`config.mk`:
```
export PLATFORM = sky130hd
export DESIGN_NAME = acc_offload_issue
export DESIGN_NICKNAME = d
export VERILOG_FILES = /design/src/rtl/acc_pkg.sv /design/src/rtl/acc_issue_fifo.sv /design/src/rtl/acc_offload_issue.sv
export SDC_FILE = /design/constraint.sdc
export NUM_CORES = 1
export LEC_CHECK = 0
export ABC_CLOCK_PERIOD_IN_PS = 6500
export CAP_MARGIN = 20
export CORE_MARGIN = 2
export CORE_UTILIZATION = 35
export CTS_CLUSTER_DIAMETER = 80
export CTS_CLUSTER_SIZE = 8
export DETAILED_ROUTE_END_ITERATION = 10
export GPL_TIMING_DRIVEN = 0
export PLACE_DENSITY = 0.58
export SKIP_CTS_REPAIR_TIMING = 1
export SLEW_MARGIN = 20
export SYNTH_ARGS = -nofsm -noshare
export SYNTH_HDL_FRONTEND = slang
export SYNTH_SLANG_ARGS = --single-unit
```
`constraint.sdc`:
```
create_clock -name clk_i -period 6.5 [get_ports clk_i]
set_input_delay 1.3 -clock clk_i [delete_from_list [all_inputs] [get_ports clk_i]]
set_output_delay 1.3 -clock clk_i [all_outputs]
set_load 0.01 [all_outputs]
```
`src/rtl/acc_pkg.sv`:
```
// Shared types and helpers for the accelerator offload issue path.
// - op_sel_e / imm_sel_e: operand source and RISC-V immediate format selectors.
// - offl_instr_t: one match/decode table entry.
// - acc_issue_req_t: issue FIFO payload for the default 3 x 32-bit configuration.
// - imm_decode / offl_match: immediate extraction and table-entry match helpers.
package acc_pkg;

    localparam int unsigned AccDataWidth = 32;
    localparam int unsigned AccNumRs     = 3;

    typedef enum logic [1:0] {
        OP_RS  = 2'd0,
        OP_IMM = 2'd1
    } op_sel_e;

    typedef enum logic [2:0] {
        IMM_I = 3'd0,
        IMM_S = 3'd1,
        IMM_B = 3'd2,
        IMM_U = 3'd3,
        IMM_J = 3'd4
    } imm_sel_e;

    typedef struct packed {
        logic [31:0] instr_data;
        logic [31:0] instr_mask;
        op_sel_e     op_a_mux;
        op_sel_e     op_b_mux;
        op_sel_e     op_c_mux;
        imm_sel_e    imm_a_mux;
        imm_sel_e    imm_b_mux;
        imm_sel_e    imm_c_mux;
        logic [2:0]  use_rs;
        logic [1:0]  writeback;
    } offl_instr_t;

    typedef struct packed {
        logic [31:0]                       instr;
        logic [AccNumRs*AccDataWidth-1:0]  ops;
        logic [1:0]                        wb;
    } acc_issue_req_t;

    // Returns the immediate sign-extended to 32 bits; callers widen further with a signed cast.
    function automatic logic [31:0] imm_decode(input logic [31:0] instr, input imm_sel_e sel);
        logic [31:0] imm;
        unique case (sel)
            IMM_I:   imm = {{20{instr[31]}}, instr[31:20]};
            IMM_S:   imm = {{20{instr[31]}}, instr[31:25], instr[11:7]};
            IMM_B:   imm = {{19{instr[31]}}, instr[31], instr[7], instr[30:25], instr[11:8], 1'b0};
            IMM_U:   imm = {instr[31:12], 12'b0};
            IMM_J:   imm = {{11{instr[31]}}, instr[31], instr[19:12], instr[20], instr[30:21],
                            1'b0};
            default: imm = '0;
        endcase
        return imm;
    endfunction

    function automatic logic offl_match(input logic [31:0] instr, input offl_instr_t entry);
        return (instr & entry.instr_mask) == entry.instr_data;
    endfunction

endpackage

```
`src/rtl/acc_issue_fifo.sv`:
```
// Depth-entry issue FIFO with flush and simultaneous pop-and-push when full.
// Ports: clk_i/rst_i (async active-high), flush_i drops all entries, push_i/wb_i/data_i write,
// pop_i reads, valid_o = not empty, full_o, data_o = head entry, flush_wb_cnt_o = number of
// writeback entries discarded if flush_i is taken this cycle.
module acc_issue_fifo import acc_pkg::*; #(
    parameter int unsigned Depth = 2,
    parameter type         req_t = acc_issue_req_t
) (
    input  logic                       clk_i,
    input  logic                       rst_i,
    input  logic                       flush_i,
    input  logic                       push_i,
    input  logic                       wb_i,
    input  req_t                       data_i,
    input  logic                       pop_i,
    output logic                       valid_o,
    output logic                       full_o,
    output req_t                       data_o,
    output logic [$clog2(Depth+1)-1:0] flush_wb_cnt_o
);

    localparam int unsigned PtrW = (Depth > 1) ? $clog2(Depth) : 1;
    localparam int unsigned CntW = $clog2(Depth + 1);

    req_t            mem_q [Depth];
    logic [Depth-1:0] wb_q, wb_d;
    logic [PtrW-1:0] rd_ptr_q, rd_ptr_d, wr_ptr_q, wr_ptr_d;
    logic [CntW-1:0] count_q, count_d;

    function automatic logic [PtrW-1:0] ptr_inc(input logic [PtrW-1:0] p);
        return (p == PtrW'(Depth - 1)) ? '0 : p + 1'b1;
    endfunction

    assign valid_o = (count_q != '0);
    assign full_o  = (count_q == CntW'(Depth));
    assign data_o  = mem_q[rd_ptr_q];

    always_comb begin
        rd_ptr_d = rd_ptr_q;
        wr_ptr_d = wr_ptr_q;
        count_d  = count_q;
        wb_d     = wb_q;
        if (flush_i) begin
            rd_ptr_d = '0;
            wr_ptr_d = '0;
            count_d  = '0;
            wb_d     = '0;
        end else begin
            // Clear before set so a pop-and-push on the same slot keeps the new flag.
            if (pop_i) begin
                rd_ptr_d       = ptr_inc(rd_ptr_q);
                wb_d[rd_ptr_q] = 1'b0;
            end
            if (push_i) begin
                wr_ptr_d       = ptr_inc(wr_ptr_q);
                wb_d[wr_ptr_q] = wb_i;
            end
            count_d = count_q + CntW'(push_i) - CntW'(pop_i);
        end
    end

    // A head entry popped in the flush cycle was really issued, so its credit is not returned.
    always_comb begin
        flush_wb_cnt_o = '0;
        for (int i = 0; i < int'(Depth); i++) begin
            if (wb_q[i] && !(pop_i && (PtrW'(i) == rd_ptr_q))) begin
                flush_wb_cnt_o = flush_wb_cnt_o + CntW'(1);
            end
        end
    end

    always_ff @(posedge clk_i or posedge rst_i) begin
        if (rst_i) begin
            rd_ptr_q <= '0;
            wr_ptr_q <= '0;
            count_q  <= '0;
            wb_q     <= '0;
        end else begin
            rd_ptr_q <= rd_ptr_d;
            wr_ptr_q <= wr_ptr_d;
            count_q  <= count_d;
            wb_q     <= wb_d;
        end
    end

    // Payload storage needs no reset; occupancy is tracked by count_q.
    always_ff @(posedge clk_i) begin
        if (push_i && !flush_i) begin
            mem_q[wr_ptr_q] <= data_i;
        end
    end

endmodule

```
`src/rtl/acc_offload_issue.sv`:
```
// Offload issue stage: matches core instructions against OfflInstrTable, resolves NumRs
// operands from registers or immediates, queues accepted offloads and tracks writeback credits.
// Ports: clk_i/rst_i (async active-high); instr_* core handshake with instr_accept_o marking an
// offload; rs_i/rs_valid_i register operands; flush_i drops queued requests; acc_req_* request
// output; acc_rsp_valid_i/acc_rsp_ready_o writeback responses; outstanding_o credit count.
module acc_offload_issue import acc_pkg::*; #(
    parameter int unsigned                NumInstr       = 4,
    parameter int unsigned                NumRs          = 3,
    parameter int unsigned                DataWidth      = 32,
    parameter int unsigned                Depth          = 2,
    parameter int unsigned                MaxOutstanding = 4,
    parameter offl_instr_t [NumInstr-1:0] OfflInstrTable = '0
) (
    input  logic                                  clk_i,
    input  logic                                  rst_i,
    input  logic                                  instr_valid_i,
    output logic                                  instr_ready_o,
    input  logic [31:0]                           instr_data_i,
    input  logic [NumRs*DataWidth-1:0]            rs_i,
    input  logic [NumRs-1:0]                      rs_valid_i,
    output logic                                  instr_accept_o,
    input  logic                                  flush_i,
    output logic                                  acc_req_valid_o,
    input  logic                                  acc_req_ready_i,
    output logic [31:0]                           acc_req_instr_o,
    output logic [NumRs*DataWidth-1:0]            acc_req_op_o,
    output logic [1:0]                            acc_req_wb_o,
    input  logic                                  acc_rsp_valid_i,
    output logic                                  acc_rsp_ready_o,
    output logic [$clog2(MaxOutstanding+1)-1:0]   outstanding_o
);

    localparam int unsigned OutW = $clog2(MaxOutstanding + 1);
    localparam int unsigned FlW  = $clog2(Depth + 1);

    typedef struct packed {
        logic [31:0]                 instr;
        logic [NumRs*DataWidth-1:0]  ops;
        logic [1:0]                  wb;
    } issue_req_t;

    logic                       match;
    offl_instr_t                hit;
    op_sel_e                    op_sel  [3];
    imm_sel_e                   imm_sel [3];
    logic [NumRs*DataWidth-1:0] ops;
    logic [NumRs-1:0]           rs_needed;
    logic                       rs_ok, credit_ok, fifo_ok, push, pop;
    logic                       fifo_valid, fifo_full;
    logic [FlW-1:0]             flush_wb_cnt;
    issue_req_t                 push_req, head_req;
    logic [OutW-1:0]            outstanding_q, outstanding_d;
    int                         out_sum;

    // Descending scan so the lowest matching index is the last one written.
    always_comb begin
        match = 1'b0;
        hit   = '0;
        for (int i = int'(NumInstr) - 1; i >= 0; i--) begin
            if (offl_match(instr_data_i, OfflInstrTable[i])) begin
                match = 1'b1;
                hit   = OfflInstrTable[i];
            end
        end
    end

    assign op_sel  = '{hit.op_a_mux, hit.op_b_mux, hit.op_c_mux};
    assign imm_sel = '{hit.imm_a_mux, hit.imm_b_mux, hit.imm_c_mux};

    always_comb begin
        ops       = '0;
        rs_needed = '0;
        for (int k = 0; k < int'(NumRs); k++) begin
            case (op_sel[k])
                OP_RS:   ops[k*DataWidth +: DataWidth] = rs_i[k*DataWidth +: DataWidth];
                OP_IMM:  ops[k*DataWidth +: DataWidth] =
                             DataWidth'($signed(imm_decode(instr_data_i, imm_sel[k])));
                default: ops[k*DataWidth +: DataWidth] = '0;
            endcase
            rs_needed[k] = hit.use_rs[k] && (op_sel[k] == OP_RS);
        end
    end

    assign rs_ok     = &(rs_valid_i | ~rs_needed);
    assign fifo_ok   = !fifo_full || acc_req_ready_i;
    assign credit_ok = (hit.writeback == 2'b00) || (outstanding_q < OutW'(MaxOutstanding)) ||
                       acc_rsp_valid_i;

    // Non-offload instructions are rejected at once; offloads wait for operands and space.
    assign instr_ready_o  = !rst_i && (!match || (!flush_i && rs_ok && fifo_ok && credit_ok));
    assign instr_accept_o = match;

    assign push = instr_valid_i && instr_ready_o && match;
    assign pop  = fifo_valid && acc_req_ready_i;

    assign push_req = '{instr: instr_data_i, ops: ops, wb: hit.writeback};

    acc_issue_fifo #(
        .Depth (Depth),
        .req_t (issue_req_t)
    ) u_fifo (
        .clk_i          (clk_i),
        .rst_i          (rst_i),
        .flush_i        (flush_i),
        .push_i         (push),
        .wb_i           (hit.writeback != 2'b00),
        .data_i         (push_req),
        .pop_i          (pop),
        .valid_o        (fifo_valid),
        .full_o         (fifo_full),
        .data_o         (head_req),
        .flush_wb_cnt_o (flush_wb_cnt)
    );

    assign acc_req_valid_o = fifo_valid;
    assign acc_req_instr_o = head_req.instr;
    assign acc_req_op_o    = head_req.ops;
    assign acc_req_wb_o    = head_req.wb;
    assign acc_rsp_ready_o = 1'b1;
    assign outstanding_o   = outstanding_q;

    always_comb begin
        out_sum = int'(outstanding_q) + int'(push && (hit.writeback != 2'b00)) -
                  int'(acc_rsp_valid_i) - (flush_i ? int'(flush_wb_cnt) : 0);
        if (out_sum < 0) begin
            out_sum = 0;
        end
        outstanding_d = OutW'(out_sum);
    end

    always_ff @(posedge clk_i or posedge rst_i) begin
        if (rst_i) begin
            outstanding_q <= '0;
        end else begin
            outstanding_q <= outstanding_d;
        end
    end

    always_ff @(posedge clk_i) begin
        if (!rst_i) begin
            assert (!(acc_rsp_valid_i && (outstanding_q == '0) &&
                      !(push && (hit.writeback != 2'b00))))
                else $error("writeback response with no offload outstanding");
        end
    end

endmodule

```
==> results of run 1 <==
[report_power, final]
| group | total (W) | switching [W] | internal [W] |
|---|---|---|---|
| Sequential | 0.00198 | 0.0000274 | 0.00195 |
| Clock | 0.00176 | 0.000650 | 0.00111 |
| Combinational | 0.000990 | 0.000406 | 0.000584 |
| Total | 0.00473 | 0.00108 | 0.00365 |
[flip-flops by register name (all words and copies together), names as in the netlist]
| signal | count |
|---|---|
| outstanding_o | 3 |
| u_fifo.rd_ptr_q | 1 |
| u_fifo.mem_q | 256 |
| u_fifo.count_q | 2 |
| u_fifo.wb_q | 2 |
| u_fifo.wr_ptr_q | 1 |
[cell usage after synthesis, drive strengths merged]
cell | instances | share of area
nor4 | 1 | 0.0022
conb | 2 | 0.00076
nor2b | 5 | 0.0032
nor2 | 2 | 0.00076
nand2b | 2 | 0.0013
a211oi | 2 | 0.0020
o21a | 1 | 0.00076
or2 | 1 | 0.00063
xnor2 | 1 | 0.00089
a21boi | 1 | 0.0011
o21ai | 3 | 0.0015
nor3b | 2 | 0.0032
buf | 19 | 0.013
fa | 1 | 0.0020
mux2 | 128 | 0.15
o211a | 1 | 0.0010
nand2 | 4 | 0.0015
ha | 6 | 0.0076
a21oi | 1 | 0.00051
nor3 | 3 | 0.0020
o21bai | 1 | 0.00076
xor2 | 1 | 0.00089
and2 | 2 | 0.0013
inv | 11 | 0.0042
dfrtp | 9 | 0.023
edfxtp | 256 | 0.78
[area by class of cell]
cell class                 instances  area (um^2)  share of cell area
antenna                            1         2.50            0.000175
buffer                            19          133             0.00930
clock buffer                      48         1050              0.0738
clock inverter                     1         8.76            0.000614
inverter                          11         41.3             0.00289
multi-input combinational        173         1810               0.127
sequential                       265         7910               0.555
tap                              378          473              0.0332
timing repair buffer             280         2830               0.199
[kinds of logic after synthesis]
kind of cell               after synthesis
buffers and inverters                   30
DFF                                    265
adders and majority gates                7
xor gates and xnor gates                 2
and+or+nand+nor                         22
AOI/OAI and AO/OA                       10
other                                    2
muxes                                  128
[worst min-delay path by stage]
stage	start	to	slack (ns)	cells after the start
5_1_grt	u_fifo.wb_q[1]$_DFF_PP0_	u_fifo.wb_q[1]$_DFF_PP0_	0.61	2
3_3_place_gp	u_fifo.wr_ptr_q$_DFFE_PP0P_	u_fifo.wb_q[1]$_DFF_PP0_	0.56	1
2_1_floorplan	u_fifo.wr_ptr_q$_DFFE_PP0P_	u_fifo.wb_q[1]$_DFF_PP0_	0.53	1
6_report	u_fifo.wr_ptr_q$_DFFE_PP0P_	u_fifo.wb_q[1]$_DFF_PP0_	0.58	1
4_1_cts	u_fifo.wr_ptr_q$_DFFE_PP0P_	u_fifo.wb_q[1]$_DFF_PP0_	0.58	1
3_5_place_dp	u_fifo.wr_ptr_q$_DFFE_PP0P_	u_fifo.wb_q[1]$_DFF_PP0_	0.57	1
[layer usage]
metal	wire length, um	GRT usage	part of all wire	vias up
li1	-	-	-	2452
met1	7810	0.151	0.38	2577
met2	10400	0.230	0.50	211
met3	2170	0.0627	0.10	33
met4	427	0.0457	0.021	0
met5	0	0	0	-
[worst register-to-register path, cell delays in order, from the launching register on]
cell and delay, ns:
dfrtp_1 0.37, buf_4 0.20, inv_1 0.09, o21ai_0 0.28, inv_1 0.08, ha_1 0.27, and2_1 0.13, ha_1 0.14
inv_1 0.05, fa_1 0.43, nor2_1 0.11, o21ai_0 0.08, o211a_1 0.14
[metrics by stage]
stage                     utilization  setup slack (ns)  TNS [ns]  hold slack [ns]
final                           0.513              2.45         0            0.578
after global placement          0.469             -2.23   -411.09            0.564
after global routing            0.513              2.39         0            0.607
after CTS                       0.513              2.43         0            0.582
after floorplan                     -             0.461         0            0.531
after detailed placement        0.475              2.42         0            0.574
==> impl_metrics.csv, run 1 <==
group,metric,value,unit
critical_path,crit_required,5.20,ns
critical_path,slowest_delay,0.57,ns
timing,fin_crit_sh,0.623,
outcome,status,"complete, no violations",
critical_path,critPathCapture,"instr_ready_o",
global_route,grt_max_degree,53,
synthesis,synthAdderAreaFrac,0.00962,
place,hpwl,14.7,mm
min_path,hold_path_class,"flip-flop to flip-flop",
clock_tree,clk_latency,0.50,ns
layout,final_cell_count_no_fill,1176,
floorplan,boundaryPins,274,
critical_path,crit_fanout,10,
layout,mostFrequentLayoutCell,"clkdlybuf4s50_1",
critical_path,cpMaxStageDelayCell,"clkdlybuf4s50_1",
clock_tree,cts_tree,"done",
layout,finalInstanceArea,14300,um^2
synthesis,ys_seq_area_frac,0.801,
floorplan,num_rows,61,
critical_path,r2r_slack,4.03,ns
layout,area_delta_synth_final,44.3,%
routing,route.vias.total,5273,
critical_path,cp-end-kind,"output port",
synthesis,synth.area.mux_share,0.146,
power_and_ir_drop,p_leak,4.86,nW
clock_tree,cts_buffer_depth,3,
place,io_buffers,266,
critical_path,start_kind,"input port",
routing,viasPerCell,4.48,
synthesis,netlist-cell-type-count,31,
timing,finalCriticalPeriod,4.05,ns
clock_tree,cts_inserted_buffers,39,
place,postPlaceCellArea,13200,um^2
routing,drc,0,
flow_run,drv_cap,0,
power_and_ir_drop,ir_drop,0.000186,V
synthesis,synth_top_family_by_area,"multiplexers",
synthesis,syn_area_per_cell,21.2,um^2
synthesis,synth_area,9880,um^2
floorplan,start_util,0.356,
floorplan,dieWidth,172,um
floorplan,coreArea,27800,um^2
clock_tree,h-tree-depth,2,
critical_path,timing.rr.start,"u_fifo.rd_ptr_q$_DFFE_PP0P_",
global_route,overflow,0,
critical_path,crit_cells,4,
layout,fin_nets,933,
critical_path,rr_endpoint,"outstanding_o[1]$_DFF_PP0_",
clock_tree,root_buffer,"clkbuf_16",
timing,hold_violations,0,
timing,tightestPinTransition,0.789,ns
floorplan,die_area,29600,um^2
global_route,grt_pass1_vias,5798,
global_route,grt_first_pass_wirelength,30.9,mm
critical_path,critPathBufInv,3,
critical_path,crit_type,"input port to output port",
routing,wl,20.8,mm
routing,antenna_left,0,
critical_path,crit_path_frequent_cell,"clkdlybuf4s50_1",
timing,setup_viol,0,
place,gp_congestion,0.721,
timing,fmax,247,MHz
place,dp_cells,1126,
clock_tree,cts_sinks,265,
timing,slew_headroom,0.470,
floorplan,die_h,172,um
routing,drtIter0Drc,217,
critical_path,critPathLaunch,"flush_i",
synthesis,synth_warnings,0,
critical_path,cp_cell_sequence,"clkdlybuf4s50_1 > buf_2 > nor3_1 > clkdlybuf4s50_1",
global_route,antenna_found_initial,2,
synthesis,synth-xor-area-share,0.00177,
critical_path,r2r.worst_path.cells,12,
critical_path,cp_top_family,"buffers and inverters",
power_and_ir_drop,power_density,332,nW/um^2
synthesis,synthCells,466,
critical_path,worst_ep_arrival_time,2.75,ns
timing,grt_setup_unrepaired,"false",
timing,slew_viol_final,0,
synthesis,yosys.area_share.simple,0.0160,
clock_tree,clkSlewWorstSetupHoldPaths,0.05,ns
routing,wire_per_inst,17.7,um
synthesis,synth-compound-area-share,0.00772,
global_route,track_usage,0.136,
power_and_ir_drop,p_total,0.00473,W
synthesis,yosys_register_bits,265,
timing,finalClockSkew,0.00870,ns
layout,drive_gt1_frac,0.265,
layout,fillCellCount,2303,
routing,firstDrtPassIters,4,
layout,final_cell_mix,"clkdlybuf4s50_1, edfxtp_1, mux2_2",
Note: power is estimated with default switching activity, not from simulation.
==> run 2: changes to the inputs <==
--- a/config.mk
+++ b/config.mk
@@ -5,7 +5,7 @@
 export SDC_FILE = /design/constraint.sdc
 export NUM_CORES = 1
 export LEC_CHECK = 0
-export ABC_CLOCK_PERIOD_IN_PS = 6500
+export ABC_CLOCK_PERIOD_IN_PS = 3500
 export CAP_MARGIN = 20
 export CORE_MARGIN = 2
 export CORE_UTILIZATION = 35
@@ -13,7 +13,7 @@
 export CTS_CLUSTER_SIZE = 8
 export DETAILED_ROUTE_END_ITERATION = 10
 export GPL_TIMING_DRIVEN = 0
-export PLACE_DENSITY = 0.58
+export PLACE_DENSITY = 0.61
 export SKIP_CTS_REPAIR_TIMING = 1
 export SLEW_MARGIN = 20
 export SYNTH_ARGS = -nofsm -noshare
==> constraint.sdc (replaced) <==
create_clock -name clk_i -period 3.5 [get_ports clk_i]
set_input_delay 0.7 -clock clk_i [delete_from_list [all_inputs] [get_ports clk_i]]
set_output_delay 0.7 -clock clk_i [all_outputs]
set_load 0.01 [all_outputs]
==> run 2 against run 1 <==
First-iteration DRC count is 11% lower. Final area hardly changed. Combinational power rose by 87%. Largest power group unchanged. Die area unchanged. Via count grew 0.17%. Routed wire length grew 0.96%. Non-clock buffer count unchanged. Final cell count hardly changed.
==> impl_metrics.csv, run 2 (synthesis gave the netlist of run 1 again) <==
group,metric,value,unit
clock_tree,h-tree-depth,2,
floorplan,dieWidth,172,um
power_and_ir_drop,power_density,616,nW/um^2
routing,viasPerCell,4.50,
timing,slew_viol_final,0,
layout,mostFrequentLayoutCell,"clkdlybuf4s50_1",
floorplan,boundaryPins,274,
timing,setup_viol,0,
critical_path,timing.rr.start,"u_fifo.rd_ptr_q$_DFFE_PP0P_",
power_and_ir_drop,p_leak,4.87,nW
power_and_ir_drop,ir_drop,0.000418,V
critical_path,r2r.worst_path.cells,11,
timing,fmax,327,MHz
place,place_ws,0.292,ns
global_route,grt_max_degree,49,
routing,firstDrtPassIters,4,
routing,route.vias.total,5282,
critical_path,rr_endpoint,"outstanding_o[0]$_DFF_PP0_",
clock_tree,clkSlewWorstSetupHoldPaths,0.05,ns
layout,drive_gt1_frac,0.266,
timing,tightestPinTransition,0.820,ns
layout,final_cell_mix,"clkdlybuf4s50_1, edfxtp_1, mux2_2",
clock_tree,cts_inserted_buffers,39,
critical_path,critPathCapture,"acc_req_op_o[47]",
layout,fin_nets,933,
global_route,track_usage,0.138,
layout,finalInstanceArea,14300,um^2
place,postPlaceCellArea,13200,um^2
clock_tree,cts_sinks,265,
layout,top_register,"u_fifo.mem_q",
min_path,hold_path_class,"flip-flop to flip-flop",
timing,finalClockSkew,0.0174,ns
layout,fillCellCount,2244,
flow_run,drv_cap,0,
routing,wire_per_inst,17.9,um
critical_path,start_kind,"flip-flop",
routing,drc,0,
timing,tns,0,ns
global_route,grt_pass1_vias,5739,
routing,drtIter0Drc,194,
critical_path,r2r_slack,0.97,ns
routing,antenna_left,0,
critical_path,crit_required,2.80,ns
layout,largest_register_ffs,256,
critical_path,cp-end-kind,"output port",
floorplan,die_area,29600,um^2
clock_tree,cts_tree,"done",
floorplan,die_h,172,um
layout,fin_util,0.514,
critical_path,worst_ep_arrival_time,2.36,ns
critical_path,crit_fanout,10,
place,io_buffers,266,
critical_path,critPathLaunch,"u_fifo.rd_ptr_q$_DFFE_PP0P_",
floorplan,coreArea,27800,um^2
timing,fin_ws,0.442,ns
clock_tree,root_buffer,"clkbuf_16",
floorplan,num_rows,61,
timing,hold_violations,0,
outcome,status,"complete, no violations",
layout,area_delta_synth_final,44.5,%
timing,finalCriticalPeriod,3.06,ns
layout,seqCellArea,7910,um^2
clock_tree,clk_latency,0.50,ns
timing,fin_crit_sh,0.874,
layout,diodes,0,
routing,wl,21.0,mm
timing,grt_setup_unrepaired,"false",
global_route,overflow,0,
place,hpwl,14.9,mm
timing,slew_headroom,0.449,
floorplan,start_util,0.356,
place,gp_congestion,0.726,
global_route,antenna_found_initial,1,
clock_tree,cts_buffer_depth,3,
layout,multiInputGateArea,1810,um^2
global_route,grt_first_pass_wirelength,31.1,mm
critical_path,crit_type,"flip-flop to output port",
## run 2: changes by cell type in the layout (fill, tap and decap cells not counted)
cell	previous run	this run
buf_12	1	0
nand2b_4	0	1
diode_2	1	0
nand2b_1	2	1
buf_16	1	2
## run 2: metal layers
layer  track usage  part of all wire
met1         0.155              0.38
met2         0.240              0.50
met3        0.0533             0.090
met4        0.0453             0.020
met5             0                 0
## run 2: per-stage QoR
stage               power [W]  std cells  hold WS [ns]
global route          0.00919       1175         0.618
global placement      0.00556       1112         0.552
detailed placement    0.00561       1126         0.575
CTS                   0.00894       1175         0.568
floorplan             0.00464        468         0.528
finish                0.00880       1175         0.573
## run 2: worst max-delay path, cell delays in order, from the launching register on
cell             delay [ns]
dfrtp_1                0.38
buf_2                  0.34
buf_4                  0.26
mux2_2                 0.35
clkdlybuf4s50_1        0.52
## run 2: worst min-delay path by stage
stage | startpoint | slack [ns] | endpoint | cells past startpoint
finish | u_fifo.wr_ptr_q$_DFFE_PP0P_ | 0.57 | u_fifo.wb_q[1]$_DFF_PP0_ | 1
global route | rst_i | 0.62 | u_fifo.wb_q[0]$_DFF_PP0_ | 2
CTS | rst_i | 0.57 | u_fifo.count_q[0]$_DFF_PP0_ | 2
detailed placement | u_fifo.wr_ptr_q$_DFFE_PP0P_ | 0.57 | u_fifo.wb_q[1]$_DFF_PP0_ | 1
global placement | u_fifo.wr_ptr_q$_DFFE_PP0P_ | 0.55 | u_fifo.wb_q[1]$_DFF_PP0_ | 1
floorplan | rst_i | 0.53 | outstanding_o[0]$_DFF_PP0_ | 1
## run 2: where the power goes
part / total [W] / internal, W / switching, W
combinational: 0.00185 / 0.00109 / 0.000761
sequential: 0.00368 / 0.00363 / 0.0000520
clock: 0.00327 / 0.00207 / 0.00120
## run 2: area by class of cell
| type | instances | area share |
|---|---|---|
| sequential | 265 | 0.554 |
| clock inverter | 1 | 0.000614 |
| timing repair buffer | 280 | 0.199 |
| buffer | 19 | 0.00929 |
| tap | 378 | 0.0331 |
| multi-input combinational | 173 | 0.127 |
| clock buffer | 48 | 0.0737 |
| inverter | 11 | 0.00289 |
